**src/rtl/mem_arbiter.sv**
```systemverilog
// mem_arbiter
//    Two-requester round-robin front end for a 16x8 command/data memory.
//    Grants at most one memory operation per cycle and drives the memory pins.
//    Read data and write acknowledgements come back one cycle after
//    acceptance on the requesting port. Port 1 writes into the command
//    region can be rejected.
//
// Parameters
//    CMD_WORDS    addresses 0..CMD_WORDS-1 form the command region
//    CMD_LOCK     1: port 1 writes into the command region are rejected
//
// Ports
//    clk, rst                         clock, synchronous active-high reset
//    req_valid_N / req_ready_N        request handshake, port N in {0,1}
//    req_wr_N, req_addr_N, req_wdata_N
//                                     request body: write flag, word address, write data
//    rsp_valid_N, rsp_rdata_N, rsp_err_N
//                                     one-cycle response pulse, read data, rejection flag
//    mem_wr, mem_addr, mem_din        memory command pins
//    mem_dout                         registered memory read data
module mem_arbiter #(
   parameter int CMD_WORDS = 4,
   parameter bit CMD_LOCK  = 1'b1
) (
   input  logic       clk,
   input  logic       rst,

   input  logic       req_valid_0,
   output logic       req_ready_0,
   input  logic       req_wr_0,
   input  logic [3:0] req_addr_0,
   input  logic [7:0] req_wdata_0,

   input  logic       req_valid_1,
   output logic       req_ready_1,
   input  logic       req_wr_1,
   input  logic [3:0] req_addr_1,
   input  logic [7:0] req_wdata_1,

   output logic       rsp_valid_0,
   output logic [7:0] rsp_rdata_0,
   output logic       rsp_err_0,

   output logic       rsp_valid_1,
   output logic [7:0] rsp_rdata_1,
   output logic       rsp_err_1,

   output logic       mem_wr,
   output logic [3:0] mem_addr,
   output logic [7:0] mem_din,
   input  logic [7:0] mem_dout
);

   localparam logic [4:0] CMD_LIMIT = 5'(CMD_WORDS);

   logic       prio;
   logic       grant_0;
   logic       grant_1;
   logic       any_grant;
   logic       sel_wr;
   logic [3:0] sel_addr;
   logic [7:0] sel_wdata;
   logic       reject;

   logic       rsp_v_q;
   logic       rsp_port_q;
   logic       rsp_rd_q;
   logic       rsp_err_q;
   logic       rsp_live;

   // Arbitration: a lone requester always wins; on contention prio decides.
   // Nothing is granted while rst is high.
   always_comb begin
      grant_0 = 1'b0;
      grant_1 = 1'b0;
      if (!rst) begin
         if (req_valid_0 && req_valid_1) begin
            grant_0 = ~prio;
            grant_1 = prio;
         end else begin
            grant_0 = req_valid_0;
            grant_1 = req_valid_1;
         end
      end
   end

   assign any_grant   = grant_0 | grant_1;
   assign req_ready_0 = grant_0;
   assign req_ready_1 = grant_1;

   always_comb begin
      sel_wr    = 1'b0;
      sel_addr  = '0;
      sel_wdata = '0;
      if (grant_0) begin
         sel_wr    = req_wr_0;
         sel_addr  = req_addr_0;
         sel_wdata = req_wdata_0;
      end else if (grant_1) begin
         sel_wr    = req_wr_1;
         sel_addr  = req_addr_1;
         sel_wdata = req_wdata_1;
      end
   end

   // A rejected write still completes its handshake; it just never reaches
   // the memory write strobe.
   always_comb begin
      reject = 1'b0;
      if (CMD_LOCK && grant_1 && req_wr_1 && ({1'b0, req_addr_1} < CMD_LIMIT))
         reject = 1'b1;
   end

   // Idle cycles present address 0 with wr low: a harmless read whose
   // result is never forwarded.
   always_comb begin
      mem_wr   = any_grant & sel_wr & ~reject;
      mem_addr = sel_addr;
      mem_din  = mem_wr ? sel_wdata : '0;
   end

   always_ff @(posedge clk) begin
      if (rst) begin
         prio       <= 1'b0;
         rsp_v_q    <= 1'b0;
         rsp_port_q <= 1'b0;
         rsp_rd_q   <= 1'b0;
         rsp_err_q  <= 1'b0;
      end else begin
         if (grant_0)
            prio <= 1'b1;
         else if (grant_1)
            prio <= 1'b0;
         rsp_v_q    <= any_grant;
         rsp_port_q <= grant_1;
         rsp_rd_q   <= any_grant & ~sel_wr;
         rsp_err_q  <= reject;
      end
   end

   // Gating with rst drops a response whose request was accepted just
   // before reset rose.
   assign rsp_live = rsp_v_q & ~rst;

   always_comb begin
      rsp_valid_0 = rsp_live & ~rsp_port_q;
      rsp_valid_1 = rsp_live &  rsp_port_q;
      rsp_err_0   = rsp_valid_0 & rsp_err_q;
      rsp_err_1   = rsp_valid_1 & rsp_err_q;
      rsp_rdata_0 = (rsp_valid_0 && rsp_rd_q) ? mem_dout : '0;
      rsp_rdata_1 = (rsp_valid_1 && rsp_rd_q) ? mem_dout : '0;
   end

endmodule

```
**config.mk**
```make
export PLATFORM = sky130hd
export DESIGN_NAME = mem_arbiter
export DESIGN_NICKNAME = d
export VERILOG_FILES = /design/src/rtl/mem_arbiter.sv
export SDC_FILE = /design/constraint.sdc
export NUM_CORES = 1
export LEC_CHECK = 0
export BUFFER_PORTS_ARGS = -buffer_cell sky130_fd_sc_hd__buf_4
export CAP_MARGIN = 20
export CORE_MARGIN = 2
export CORE_UTILIZATION = 34
export CTS_BUF_LIST = sky130_fd_sc_hd__clkbuf_8 sky130_fd_sc_hd__clkbuf_16
export DETAILED_ROUTE_END_ITERATION = 6
export PLACE_DENSITY = 0.85
export RECOVER_POWER = 50
export SLEW_MARGIN = 0
export SYNTH_ARGS = -nofsm -noshare
export SYNTH_HDL_FRONTEND = slang
export SYNTH_SLANG_ARGS = --single-unit
```
**constraint.sdc**
```tcl
create_clock -name clk -period 2.1 [get_ports clk]
set_clock_uncertainty 0.05 [all_clocks]
set_input_delay 0.105 -clock clk [delete_from_list [all_inputs] [get_ports clk]]
set_output_delay 0.105 -clock clk [all_outputs]
set_load 0.02 [all_outputs]
```
==> reports/qor.txt <==
Mapped Avg Cell Area: 8.396 um2
Reg-to-Reg End: rsp_rd_q$_SDFF_PP0_
Worst EP arrival: 1.78 ns
Htree depth: 1
Vias per inst: 5.301
Drt first pass iters: 4
Most frequent cell after synthesis: and2_1
Share of flip-flops with an asynchronous set or reset: 0
Crit path max fanout: 10
Total CTS buffers: 3
Row cnt: 14
TritonCTS clock tree: yes
Synth Register Bits: 5
IO buf count: 72
GRT overflow: 0
Initial antenna violation count: 0
Fin. Hold Viols: 0
Synth Flop Type: dfxtp_1
Crit path largest cell delay: 0.42 ns
P per Cell Area: 405.1 nW/um2
Met3 wire length: 232 um
Final Slew Violations: 0
Number of synthesized flops with an enable pin: 0
CP startpoint kind: flip-flop
Final core occ: 0.7263
Initial core utilization: 0.3716
Aggregate global-route resource usage: 0.1885
Distinct cells, synth: 22
Kind of critical path: flip-flop to output port
Leak pwr: 0.5412 nW
CP max-delay cell: dfxtp_1
Die H: 45.28 um
N_diodes: 0
Nets@finish: 179
DRC viols: 0
R2r setup slk: 0.64 ns
Yosys warns: 0
Final min period: 1.931 ns
Mapped Cells: 69
Crit path buffers/inverters: 1
Synth area leaders: and2_1 (17%), dfxtp_1 (17%), a32oi_1 (12%)
ANT nets after route: 0
RSZ-0062 raised after global routing: false
Critical Path RT: 1.95 ns
Die area: 2050 um2
Setup_tns: 0 ns
Boundary Pins: 73
Max-slew headroom: 0.5789
WL/cell: 12.44 um
Cts repair resizes: 0
Critical path, cell by cell: nand2b_1, a32oi_4, nor4_1, buf_4
Clock slew at reported path FFs: 0.03 ns
Routed WL: 1940 um
Vias in the first global route: 759
Hold Crit Depth: 2
Die Wd: 45.28 um
Total number of vias: 827
Met2 WL post-DR: 996 um
Post-CTS Setup Repair Bufs: 0
Post-synth top area share: 0.1728
P&R area growth vs syn: 95.46%
Worst-Skew Late Latency: 0.22 ns
Yosys top cell by area: and2_1
# setup viols final: 0
Min-Delay Path Class: input pin to flip-flop
CTS Root Cell: clkbuf_8
Worst Reg-to-Reg Cells: 3
GPL Wtd Cong: 0.7096
Clk sinks: 5
Hold path start: req_addr_1[3]
Number of max-cap violations: 0
Core Area: 1559 um2
Share of layout cells above drive strength 1: 0.5286
First-pass GRT wire length: 2911 um
CTS max path bufs: 2
Cts hold-fix bufs: 0
Largest net degree at the start of global routing: 20
Outcome: complete, no violations
Synth cell count leaders: and2_1 (16), a32oi_1 (8), nor4_1 (8)
Critical Path End Type: output port
Critical path's top delay family: simple AND/OR/NAND/NOR gates
Slew of the pin with the lowest slew margin: 0.6303 ns
Fin crit share: 0.9196
Max Clock Freq: 0.5178 GHz
Worst reg2reg startpoint: prio$_SDFFE_PP0P_
Post-detail-place hpwl: 1623 um
DR iter-0 viols: 6
Synth Net Count: 107
Min-Delay Endpoint: rsp_err_q$_SDFF_PP0_
Wire length on met1: 710 um
Max VDD drop: 286.4 uV
Register area share after synthesis: 0.1728
Mapped cell area: 579.3 um2
Top routing layer in use: met3
cell families after synthesis:
kind of cell / after synthesis / share of synthesized area
compound gates: 16 / 0.2894
buf+inv: 5 / 0.05182
simple gates: 43 / 0.4860
flops: 5 / 0.1728
where the power goes:
group	leakage, nW	internal [mW]	switching, mW
registers	0.0414	0.102	0.00601
logic	0.473	0.0930	0.0873
clock network	0.0269	0.125	0.0450
total	0.541	0.320	0.138
area by class of cell:
class | instances | area (um2)
clock buffer | 3 | 41.29
clock inverter | 1 | 3.754
fill | 139 | 426.7
multi-input combinational | 59 | 449.2
sequential | 5 | 100.1
tap | 16 | 20.02
timing repair buffer | 72 | 518.0
worst max path at each step:
stage | startpoint | cells after the start | to
after floorplan | prio$_SDFFE_PP0P_ | 4 | mem_din[0]
after global placement | prio$_SDFFE_PP0P_ | 4 | mem_din[4]
after detailed placement | prio$_SDFFE_PP0P_ | 4 | mem_din[4]
after CTS | prio$_SDFFE_PP0P_ | 4 | mem_din[4]
after global routing | prio$_SDFFE_PP0P_ | 4 | mem_din[2]
final | prio$_SDFFE_PP0P_ | 4 | mem_din[4]
metrics by stage:
step / total power [mW] / setup WS [ns] / std cells / instance area (um2) / hold slack [ns]
2_1_floorplan: 0.2012 / 0.4286 / 69 / 579.3 / 0.1574
3_3_place_gp: 0.2897 / 0.4833 / 152 / 1110 / 0.2901
3_5_place_dp: 0.2936 / 0.4135 / 152 / 1110 / 0.2921
4_1_cts: 0.4665 / 0.1651 / 156 / 1155 / 0.06455
5_1_grt: 0.4844 / 0.06543 / 156 / 1132 / 0.06834
6_report: 0.4587 / 0.1689 / 156 / 1132 / 0.06782
state kept, by name, summed over array words and instances (netlist names):
register    flops
prio            1
rsp_err_q       1
rsp_port_q      1
rsp_rd_q        1
rsp_v_q         1
layout by cell type (no fill, tap or decap), types with 2 or more instances in the layout:
master and n:
clkbuf_8 3, nand2_1 2, a32oi_1 8, a22o_1 4, nor3b_1 3, dfxtp_1 5
clkbuf_1 6, buf_4 66, nor4_1 8, nor2_1 3, nor2b_1 2, nand2b_1 2
and2_0 9, and2_1 7, nor3_1 3
worst register-to-register path, delay by kind of cell (launching register included):
kind	cells	cell delay (ns)
AOI/OAI and AO/OA	2	0.66
DFF	1	0.35
and+or+nand+nor	1	0.34
per-layer routing:
layer | track usage | vias up
met2 | 0.3857 | 57
met4 | 0.08824 | 0
met5 | 0 | -
met3 | 0.02400 | 0
li1 | - | 412
met1 | 0.1783 | 358
(Power assumes the default switching activity.)
